==> src/rtl/hpi_pkg.sv <==
`default_nettype none
// ============================================================================
// hpi_pkg : shared types and constants for the EZ-OTG HPI bus sequencer
// Revision: 1.0
// ============================================================================
package hpi_pkg;

  localparam int NUM_REQ = 2;
  localparam int DATA_W  = 16;

  localparam logic [1:0] HPI_DATA    = 2'd0;
  localparam logic [1:0] HPI_MAILBOX = 2'd1;
  localparam logic [1:0] HPI_ADDR    = 2'd2;
  localparam logic [1:0] HPI_STATUS  = 2'd3;

  typedef enum logic [2:0] {
    ST_IDLE    = 3'd0,
    ST_SETUP   = 3'd1,
    ST_STROBE  = 3'd2,
    ST_HOLD    = 3'd3,
    ST_RECOVER = 3'd4,
    ST_CHIPRST = 3'd5
  } hpi_state_t;

  function automatic int max_of(input int a, input int b);
    return (a > b) ? a : b;
  endfunction

endpackage
`default_nettype wire

==> src/rtl/hpi_bus_sequencer_if.sv <==
`default_nettype none
// ============================================================================
// hpi_bus_sequencer_if : requester-side handshake bundle of the HPI sequencer
// Revision: 1.0
// ============================================================================
interface hpi_bus_sequencer_if;
  import hpi_pkg::*;

  logic [NUM_REQ-1:0]             req_valid;
  logic [NUM_REQ-1:0]             req_ready;
  logic [NUM_REQ-1:0]             req_write;
  logic [NUM_REQ-1:0][1:0]        req_addr;
  logic [NUM_REQ-1:0][DATA_W-1:0] req_wdata;
  logic [NUM_REQ-1:0]             rsp_valid;
  logic [DATA_W-1:0]              rsp_rdata;

  modport master (
    output req_valid, req_write, req_addr, req_wdata,
    input  req_ready, rsp_valid, rsp_rdata
  );

  modport slave (
    input  req_valid, req_write, req_addr, req_wdata,
    output req_ready, rsp_valid, rsp_rdata
  );

endinterface
`default_nettype wire

==> src/rtl/hpi_rr_arbiter.sv <==
`default_nettype none
// ============================================================================
// hpi_rr_arbiter : 2-way round-robin grant with last-served pointer
// Revision: 1.0
// ============================================================================
module hpi_rr_arbiter (
  input  logic       clk,
  input  logic       reset_n,
  input  logic [1:0] req,
  input  logic       accept,
  output logic       gnt_valid,
  output logic       gnt_idx
);

  logic r_last;

  // On a tie the requester not served last wins.
  always_comb begin
    gnt_valid = |req;
    if (req[0] && req[1]) gnt_idx = ~r_last;
    else                  gnt_idx = req[1];
  end

  // Reset to "1 served last" so requester 0 wins the first tie.
  always_ff @(posedge clk or negedge reset_n) begin
    if (!reset_n)    r_last <= 1'b1;
    else if (accept) r_last <= gnt_idx;
  end

endmodule
`default_nettype wire

==> src/rtl/hpi_bus_sequencer.sv <==
`default_nettype none
// ============================================================================
// hpi_bus_sequencer : timed HPI register access and chip-reset sequencer
// Revision: 1.0
// ============================================================================
module hpi_bus_sequencer
  import hpi_pkg::*;
#(
  parameter int SETUP_CYC   = 1,
  parameter int STROBE_CYC  = 3,
  parameter int HOLD_CYC    = 1,
  parameter int RECOVER_CYC = 2,
  parameter int RST_CYC     = 16
) (
  input  logic               clk,
  input  logic               reset_n,
  hpi_bus_sequencer_if.slave bus,
  input  logic               chip_rst_req,
  output logic               busy,
  output logic [1:0]         otg_hpi_address,
  output logic               otg_hpi_cs_n,
  output logic               otg_hpi_r_n,
  output logic               otg_hpi_w_n,
  output logic               otg_hpi_reset_n,
  output logic [15:0]        otg_hpi_data_out,
  output logic               otg_hpi_data_oe,
  input  logic [15:0]        otg_hpi_data_in
);

  localparam int MAX_CYC = max_of(max_of(max_of(SETUP_CYC, STROBE_CYC),
                                         max_of(HOLD_CYC, RECOVER_CYC)), RST_CYC);
  localparam int CW = $clog2(MAX_CYC + 1);

  localparam logic [CW-1:0] C_SETUP_LD   = CW'(SETUP_CYC - 1);
  localparam logic [CW-1:0] C_STROBE_LD  = CW'(STROBE_CYC - 1);
  localparam logic [CW-1:0] C_HOLD_LD    = CW'(HOLD_CYC - 1);
  localparam logic [CW-1:0] C_RECOVER_LD = CW'(RECOVER_CYC - 1);
  localparam logic [CW-1:0] C_RST_LD     = CW'(RST_CYC - 1);

  hpi_state_t       r_state;
  logic [CW-1:0]    r_cnt;
  logic             r_rst_pend;
  logic             r_write;
  logic             r_owner;
  logic             w_rst_any;
  logic             w_gnt_valid;
  logic             w_gnt_idx;
  logic             w_accept;
  logic [1:0]       w_ready;

  hpi_rr_arbiter u_arb (
    .clk       (clk),
    .reset_n   (reset_n),
    .req       (bus.req_valid),
    .accept    (w_accept),
    .gnt_valid (w_gnt_valid),
    .gnt_idx   (w_gnt_idx)
  );

  // A pending chip reset (or one arriving this cycle) blocks all grants.
  assign w_rst_any = r_rst_pend | chip_rst_req;

  always_comb begin
    w_ready = '0;
    if (r_state == ST_IDLE && !w_rst_any && w_gnt_valid) w_ready[w_gnt_idx] = 1'b1;
  end

  assign bus.req_ready = w_ready;
  assign w_accept      = |(bus.req_valid & w_ready);
  assign busy          = (r_state != ST_IDLE);

  always_ff @(posedge clk or negedge reset_n) begin
    if (!reset_n) begin
      r_state          <= ST_IDLE;
      r_cnt            <= '0;
      r_rst_pend       <= 1'b0;
      r_write          <= 1'b0;
      r_owner          <= 1'b0;
      otg_hpi_address  <= '0;
      otg_hpi_cs_n     <= 1'b1;
      otg_hpi_r_n      <= 1'b1;
      otg_hpi_w_n      <= 1'b1;
      otg_hpi_reset_n  <= 1'b1;
      otg_hpi_data_out <= '0;
      otg_hpi_data_oe  <= 1'b0;
      bus.rsp_valid    <= '0;
      bus.rsp_rdata    <= '0;
    end else begin
      bus.rsp_valid <= '0;
      if (chip_rst_req) r_rst_pend <= 1'b1;

      case (r_state)
        ST_IDLE: begin
          if (w_rst_any) begin
            r_rst_pend      <= 1'b0;
            otg_hpi_reset_n <= 1'b0;
            r_cnt           <= C_RST_LD;
            r_state         <= ST_CHIPRST;
          end else if (w_accept) begin
            r_owner          <= w_gnt_idx;
            r_write          <= bus.req_write[w_gnt_idx];
            otg_hpi_address  <= bus.req_addr[w_gnt_idx];
            otg_hpi_data_out <= bus.req_write[w_gnt_idx] ? bus.req_wdata[w_gnt_idx] : '0;
            otg_hpi_data_oe  <= bus.req_write[w_gnt_idx];
            otg_hpi_cs_n     <= 1'b0;
            r_cnt            <= C_SETUP_LD;
            r_state          <= ST_SETUP;
          end
        end
        ST_SETUP: begin
          if (r_cnt == '0) begin
            if (r_write) otg_hpi_w_n <= 1'b0;
            else         otg_hpi_r_n <= 1'b0;
            r_cnt   <= C_STROBE_LD;
            r_state <= ST_STROBE;
          end else r_cnt <= r_cnt - 1'b1;
        end
        ST_STROBE: begin
          if (r_cnt == '0) begin
            otg_hpi_r_n            <= 1'b1;
            otg_hpi_w_n            <= 1'b1;
            bus.rsp_rdata          <= r_write ? '0 : otg_hpi_data_in;
            bus.rsp_valid[r_owner] <= 1'b1;
            r_cnt                  <= C_HOLD_LD;
            r_state                <= ST_HOLD;
          end else r_cnt <= r_cnt - 1'b1;
        end
        ST_HOLD: begin
          if (r_cnt == '0) begin
            otg_hpi_cs_n     <= 1'b1;
            otg_hpi_data_oe  <= 1'b0;
            otg_hpi_data_out <= '0;
            r_cnt            <= C_RECOVER_LD;
            r_state          <= (RECOVER_CYC == 0) ? ST_IDLE : ST_RECOVER;
          end else r_cnt <= r_cnt - 1'b1;
        end
        ST_RECOVER: begin
          if (r_cnt == '0) r_state <= ST_IDLE;
          else             r_cnt   <= r_cnt - 1'b1;
        end
        ST_CHIPRST: begin
          if (r_cnt == '0) begin
            otg_hpi_reset_n <= 1'b1;
            r_cnt           <= C_RECOVER_LD;
            r_state         <= (RECOVER_CYC == 0) ? ST_IDLE : ST_RECOVER;
          end else r_cnt <= r_cnt - 1'b1;
        end
        default: r_state <= ST_IDLE;
      endcase
    end
  end

endmodule
`default_nettype wire

==> src/flat_wrapper.sv <==
// flat-port wrapper written by rule: the top's interface ports become plain ports
module hpi_bus_sequencer_flat import hpi_pkg::*;
#(
  parameter int SETUP_CYC   = 1,
  parameter int STROBE_CYC  = 3,
  parameter int HOLD_CYC    = 1,
  parameter int RECOVER_CYC = 2,
  parameter int RST_CYC     = 16
)
  (clk, reset_n, chip_rst_req, busy, otg_hpi_address, otg_hpi_cs_n, otg_hpi_r_n, otg_hpi_w_n, otg_hpi_reset_n, otg_hpi_data_out, otg_hpi_data_oe, otg_hpi_data_in, bus_req_valid, bus_req_write, bus_req_addr, bus_req_wdata, bus_req_ready, bus_rsp_valid, bus_rsp_rdata);
  hpi_bus_sequencer_if bus_i ();
  input  logic clk;
  input  logic reset_n;
  input  logic chip_rst_req;
  output logic busy;
  output logic [1:0] otg_hpi_address;
  output logic otg_hpi_cs_n;
  output logic otg_hpi_r_n;
  output logic otg_hpi_w_n;
  output logic otg_hpi_reset_n;
  output logic [15:0] otg_hpi_data_out;
  output logic otg_hpi_data_oe;
  input  logic [15:0] otg_hpi_data_in;
  input wire logic [$bits(bus_i.req_valid)-1:0] bus_req_valid;
  input wire logic [$bits(bus_i.req_write)-1:0] bus_req_write;
  input wire logic [$bits(bus_i.req_addr)-1:0] bus_req_addr;
  input wire logic [$bits(bus_i.req_wdata)-1:0] bus_req_wdata;
  output wire logic [$bits(bus_i.req_ready)-1:0] bus_req_ready;
  output wire logic [$bits(bus_i.rsp_valid)-1:0] bus_rsp_valid;
  output wire logic [$bits(bus_i.rsp_rdata)-1:0] bus_rsp_rdata;
  assign bus_i.req_valid = bus_req_valid;
  assign bus_i.req_write = bus_req_write;
  assign bus_i.req_addr = bus_req_addr;
  assign bus_i.req_wdata = bus_req_wdata;
  assign bus_req_ready = bus_i.req_ready;
  assign bus_rsp_valid = bus_i.rsp_valid;
  assign bus_rsp_rdata = bus_i.rsp_rdata;
  hpi_bus_sequencer #(.SETUP_CYC(SETUP_CYC), .STROBE_CYC(STROBE_CYC), .HOLD_CYC(HOLD_CYC), .RECOVER_CYC(RECOVER_CYC), .RST_CYC(RST_CYC)) u_core (.clk(clk), .reset_n(reset_n), .bus(bus_i), .chip_rst_req(chip_rst_req), .busy(busy), .otg_hpi_address(otg_hpi_address), .otg_hpi_cs_n(otg_hpi_cs_n), .otg_hpi_r_n(otg_hpi_r_n), .otg_hpi_w_n(otg_hpi_w_n), .otg_hpi_reset_n(otg_hpi_reset_n), .otg_hpi_data_out(otg_hpi_data_out), .otg_hpi_data_oe(otg_hpi_data_oe), .otg_hpi_data_in(otg_hpi_data_in));
endmodule
==> config.mk <==
export PLATFORM = sky130hd
export DESIGN_NAME = hpi_bus_sequencer_flat
export DESIGN_NICKNAME = d
export VERILOG_FILES = /design/src/rtl/hpi_pkg.sv /design/src/rtl/hpi_bus_sequencer_if.sv /design/src/rtl/hpi_rr_arbiter.sv /design/src/rtl/hpi_bus_sequencer.sv /design/src/flat_wrapper.sv
export SDC_FILE = /design/constraint.sdc
export NUM_CORES = 1
export LEC_CHECK = 0
export ABC_AREA = 1
export CAP_MARGIN = 20
export CELL_PAD_IN_SITES_DETAIL_PLACEMENT = 1
export CELL_PAD_IN_SITES_GLOBAL_PLACEMENT = 2
export CORE_ASPECT_RATIO = 1.25
export CORE_UTILIZATION = 26
export DETAILED_ROUTE_END_ITERATION = 8
export PLACE_DENSITY_LB_ADDON = 0.1
export SETUP_SLACK_MARGIN = 0.4
export SLEW_MARGIN = 25
export SYNTH_ARGS = -nofsm -noshare
export SYNTH_HDL_FRONTEND = slang
export SYNTH_HIERARCHICAL = 1
export SYNTH_SLANG_ARGS = --single-unit
export TNS_END_PERCENT = 50
==> constraint.sdc <==
create_clock -name clk -period 4 [get_ports clk]
set_clock_uncertainty 0.15 [all_clocks]
set_input_delay 0.6 -clock clk [delete_from_list [all_inputs] [get_ports clk]]
set_output_delay 0.6 -clock clk [all_outputs]
set_load 0.02 [all_outputs]
# Word level (Yosys, flattened, before mapping)
# Index checks and enable logic that the tools add are counted.
# totals
reg_bits	53
in_bits	59
output_inout_bits	44
wordCells	119
# op_classes
magnitude_cmp	4
bitwise	4
add_sub_neg	1
mux	53
reduce_logical	24
eq_ne	18
# ops
op	n
16-bit two-way mux	7
16-bit one-hot mux with 2 select lines	1
5-bit two-way mux	6
5-bit one-hot mux with 5 select lines	1
1-bit two-way mux	19
3-bit two-way mux	6
2-bit by 1-bit != test with 1-bit output (second input constant)	8
3-bit one-hot mux with 5 select lines	1
4-bit AND reduction	3
2-bit two-way mux	5
1-bit one-hot mux with 2 select lines	5
3-bit AND reduction	3
2-bit != test (second input constant)	4
3-bit by 2-bit == test with 1-bit output (second input constant)	2
3-bit == test (second input constant)	2
2-bit nonzero test	3
2-bit OR reduction	3
1-bit logical AND	5
5-bit logical NOT	1
5-bit AND reduction	1
5-bit nonzero test	1
5-bit by 1-bit subtractor with 5-bit output (second input constant)	1
1-bit by 2-bit < comparator with 1-bit output (second input constant)	2
3-bit by 1-bit == test with 1-bit output (second input constant)	1
10 further kinds	13

# Depth between registers and ports, before layout
# depth
depth_word	12
ltp_mapped	11
ltp_nobuf	11

# Modules after synthesis
# The synthesis kept the hierarchy.
# modules_own_cells
module	area_per_inst_um2	n_inst	cells_per_inst	seq_area_each_um2
hpi_bus_sequencer	2671.3	1	350	1306.3
hpi_rr_arbiter	58.8	1	8	26.3

# Least setup slack after synthesis
# No wires, ideal clock.
# synth_timing
path_type	input to output
startpoint	input port bus_req_valid[0]
endpoint	output port bus_req_ready[1]
cell_stages	6
required_time_ns	3.250
path_slack_ns	1.614
arrival_time_ns	1.636
path_buffers	2
cell_sequence	nand2_1 > and2_1 > inv_1 > buf_2 > buf_1 > nor2_1
# synth_between
elab_chain_cells	7
elab_cells_between_ends	10
classes_between	2 x order compare; 4 x mux; 4 x reduce/logical
# synth_rtl
item	line_no	source
start: declaration	flat_wrapper.sv:24	input wire logic [$bits(bus_i.req_valid)-1:0] bus_req_valid;
1-bit logical AND (*)	hpi_rr_arbiter.sv:20	if (req[0] && req[1]) gnt_idx = ~r_last;
1-bit two-way mux (*)	hpi_rr_arbiter.sv:20	
named net u_core.w_gnt_idx	hpi_bus_sequencer.sv:47	logic w_gnt_idx;
1-bit by 2-bit < comparator with 1-bit output (not written as such) / 1-bit >= comparator (equally long branches)	hpi_bus_sequencer.sv:65	if (r_state == ST_IDLE && !w_rst_any && w_gnt_valid) w_ready[w_gnt_idx] = 1'b1;
1-bit logical AND (not written as such)	hpi_bus_sequencer.sv:65	
1-bit two-way mux (not written as such)	hpi_bus_sequencer.sv:65	
1-bit demux with 1-bit select (*)	--	
2-bit two-way mux (*)	hpi_bus_sequencer.sv:65	
end: declaration	flat_wrapper.sv:28	output wire logic [$bits(bus_i.req_ready)-1:0] bus_req_ready;
# The timed path passes the listed nets; every way through them passes the cells marked *.

# Worst setup path in the final report
# layout_timing
startpoint	input port chip_rst_req
endpoint	output port bus_req_ready[0]
# layout_between
elab_chain_cells	5
# layout_rtl
item	line_no	source
start: declaration	flat_wrapper.sv:14	input logic chip_rst_req;
1-bit OR	hpi_bus_sequencer.sv:61	assign w_rst_any = r_rst_pend | chip_rst_req;
1-bit logical NOT	hpi_bus_sequencer.sv:65	
1-bit logical AND (2 in series)	hpi_bus_sequencer.sv:65	
2-bit two-way mux	hpi_bus_sequencer.sv:65	
# Every way passes these cells.

==> implementation parameters <==
Parameter                              Value

Flow run
  Count of max-cap constraint violations    0

Detailed routing
  Post-detailed-route count of antenna-violating nets    0
  Number of search-and-repair iterations in the first detailed-routing pass    4
  Detailed-route DRC error count    0
  Count of routing violations after the opening detailed-route iteration    59
  Per-cell routed wire length    13.7 um
  Drt total wl    approximately 8000 um
  Via count    2617
  Number of vias per cell    about 4.5

STA
  Measured slew at the worst slew-check pin    0.719 ns
  Worst slew margin relative to its limit    52.0%
  Highest clock frequency the design can meet    0.334 GHz
  Share of the clock period used by the worst path    about three quarters
  Total count of max-transition violations in the final report    0
  Final TNS setup    0 ns
  Final critical path time including I/O delays and setup    2.99 ns
  Final count of hold timing violations    0
  Final setup viols    0
  Unrepaired setup endpoints after global routing    no

Power and ir drop
  Leakage Power    1.95 nW
  Max IR drop VDD    0.173 mV
  Power density cells    587 nW/um^2

Placed design
  Post-DP Area    3860 sq um
  Routability Congestion    0.725
  Number of buffers inserted by port buffering    102
  Post-detailed-placement half-perimeter wirelength    5880 um

CTS
  Post-cts gate resize count    0
  Total number of clock tree sinks    53
  Clock buffer count from CTS    5
  Clock transition at path regs    0.07 ns
  CTS tree    yes
  Maximum number of buffers from clock root to sink    2
  # H-tree levels    2
  Root Buffer Master    sky130_fd_sc_hd__clkbuf_16
  Worst-Skew Late Latency    0.29 ns
  Setup repair bufs after CTS    0
  Hold-fix buffers at CTS    0

Logic synthesis
  Mean area per synthesized cell    7.63 sq um
  Synthesized area    2730 sq um
  Number of distinct library cell variants in the gate-level netlist after synthesis    30
  Share of the yosys chip area belonging to registers    48.8%
  Post-Synthesis Net Count    about 420
  Warnings, synthesis    6
  Post-synthesis register bit count    between 50 and 60
  Post-Synthesis Cells    358

Floorplan
  FP Rows    41
  Placeable core region    10200 sq um
  Boundary Pins    103
  Effective utilization at floorplan    26.9%
  Total die area    10900 sq um
  Die outline height    117 um
  Horiz. Die Dim    93.7 um

Setup path
  Category of the worst setup path launch point    input port
  Required time of the critical path    3.25 ns
  WP data arrival    2.24 ns
  Crit Path Max Fanout    4
  Path type of the worst setup path    in2out
  Worst Setup End Kind    output pin

Finish
  Number of antenna cells inserted    0
  Total non-filler cell area in the finished layout    4030 sq um
  Count of nets after finishing    518
  Layout area overhead    47.5%
  Layout cell share with drive strength beyond 1    6.55%

Hold path
  Worst hold-check path type    in2async

GRT
  Maximum number of pins on one net before global-route repair    46
  Global-route wire length before repair    13400 um
  Antenna violations before repair    0
  Grt ovf    0
  Number of global-route vias before repair    2810
  Global router's overall resource usage    16.0%

Run status
  Outcome    completed
## critical path, cell delays in order
cell                              delay (ns)
sky130_fd_sc_hd__clkdlybuf4s50_1        0.40
sky130_fd_sc_hd__inv_1                  0.05
sky130_fd_sc_hd__nand2_1                0.15
sky130_fd_sc_hd__nor2_8                 0.22
sky130_fd_sc_hd__nand2_1                0.10
sky130_fd_sc_hd__nor2_1                 0.10
sky130_fd_sc_hd__clkdlybuf4s50_1        0.61
## cell usage in the layout (no fill, tap or decap), types with 3 or more instances in the layout
cell type and instances:
sky130_fd_sc_hd__buf_4 4, sky130_fd_sc_hd__clkbuf_16 5, sky130_fd_sc_hd__clkdlybuf4s50_1 101, sky130_fd_sc_hd__dfrtp_1 48, sky130_fd_sc_hd__dfstp_2 5, sky130_fd_sc_hd__inv_1 19
sky130_fd_sc_hd__nand2_1 167, sky130_fd_sc_hd__nand3_1 50, sky130_fd_sc_hd__nor2_1 20, sky130_fd_sc_hd__o21ai_0 9, sky130_fd_sc_hd__or2_2 3
## sequential cells by signal, indices dropped and copies added (netlist names)
| signal | count |
|---|---|
| u_core/otg_hpi_r_n | 1 |
| u_core/r_state | 3 |
| u_core/otg_hpi_address | 2 |
| u_core/r_write | 1 |
| u_core/otg_hpi_data_out | 16 |
| u_core/bus.rsp_rdata | 16 |
| u_core/otg_hpi_cs_n | 1 |
| u_core/otg_hpi_reset_n | 1 |
| u_core/bus.rsp_valid | 2 |
| u_core/otg_hpi_data_oe | 1 |
| u_core/otg_hpi_w_n | 1 |
| u_core/r_owner | 1 |
| u_core/r_cnt | 5 |
| u_core/r_rst_pend | 1 |
| u_core/u_arb/r_last | 1 |
## final timing paths
kind	startpoint	endpoint	slack [ns]	depth (start not counted)
worst min register to register	u_core/r_owner$_DFFE_PN0P_	u_core/bus.rsp_valid[0]$_DFF_PN0_	0.28	1
worst min-delay path	reset_n	u_core/otg_hpi_data_out[0]$_DFFE_PN0P_	0.17	1
worst max register to register	u_core/r_cnt[0]$_DFFE_PN0P_	u_core/bus.rsp_rdata[10]$_DFFE_PN0P_	1.26	9
min in group clk	u_core/r_owner$_DFFE_PN0P_	u_core/bus.rsp_valid[0]$_DFF_PN0_	0.28	1
max in group asynchronous	reset_n	u_core/otg_hpi_reset_n$_DFFE_PN1P_	2.88	2
worst max-delay path	chip_rst_req	bus_req_ready[0]	1.01	7
## metal layers
metal / track usage [%] / vias to the layer above / share of wire [%]
li1: - / 1318 / -
met1: 17.4 / 1223 / 41
met2: 29.2 / 72 / 51
met3: 5.66 / 4 / 7.6
met4: 4.31 / 0 / 0.76
met5: 0 / - / 0
## Yosys cell counts (all sizes together)
cell	number	share of area [%]
o21ai	9	1.6
inv	20	2.7
a21boi	1	0.28
ha	2	0.92
a21oi	3	0.69
dfstp	5	4.8
nand3	51	9.5
nand2	169	24
buf	11	2.4
xor2	2	0.64
clkbuf	2	0.28
xnor2	1	0.32
and2	1	0.23
dfrtp	48	44
o211ai	2	0.55
nand4	2	1.6
nor2	24	4.5
or2	4	0.92
clkinv	1	0.14
## cell families after synthesis
logic type      Yosys count  share of synthesized area, %
fa+ha+maj                 2                         0.916
buf+inv                  34                          5.59
compound gates           15                          3.16
simple gates            251                          40.6
xor+xnor                  3                         0.963
flops                    53                          48.8
## stage by stage
stage                     instances  util (%)  setup WS (ns)  hold WS (ns)  total power (W)
after global routing            587      39.6          0.895         0.226          0.00257
final                           587      39.6           1.01         0.173          0.00236
after detailed placement        579      38.0          0.980         0.276          0.00190
after global placement          579      38.0           1.00         0.260          0.00188
after floorplan                 358         -           1.61         0.154          0.00148
after CTS                       587      39.6          0.976         0.198          0.00241
## final cells by class
| type | instances | area [sq um] |
|---|---|---|
| clock inverters | 2 | 38.8 |
| repair buffers | 105 | 1040 |
| well taps | 129 | 161 |
| multi-input cells | 271 | 1240 |
| clock buffers | 6 | 129 |
| inverters | 21 | 78.8 |
| flip-flops and latches | 53 | 1330 |
| fillers | 1213 | 6130 |
## power breakdown
group | switching (W) | total (W) | internal (W) | leakage (nW)
registers | 0.000107 | 0.000793 | 0.000686 | 0.613
clock network | 0.000198 | 0.000495 | 0.000297 | 0.0810
logic | 0.000638 | 0.00108 | 0.000438 | 1.26
(Power assumes the default switching activity.)
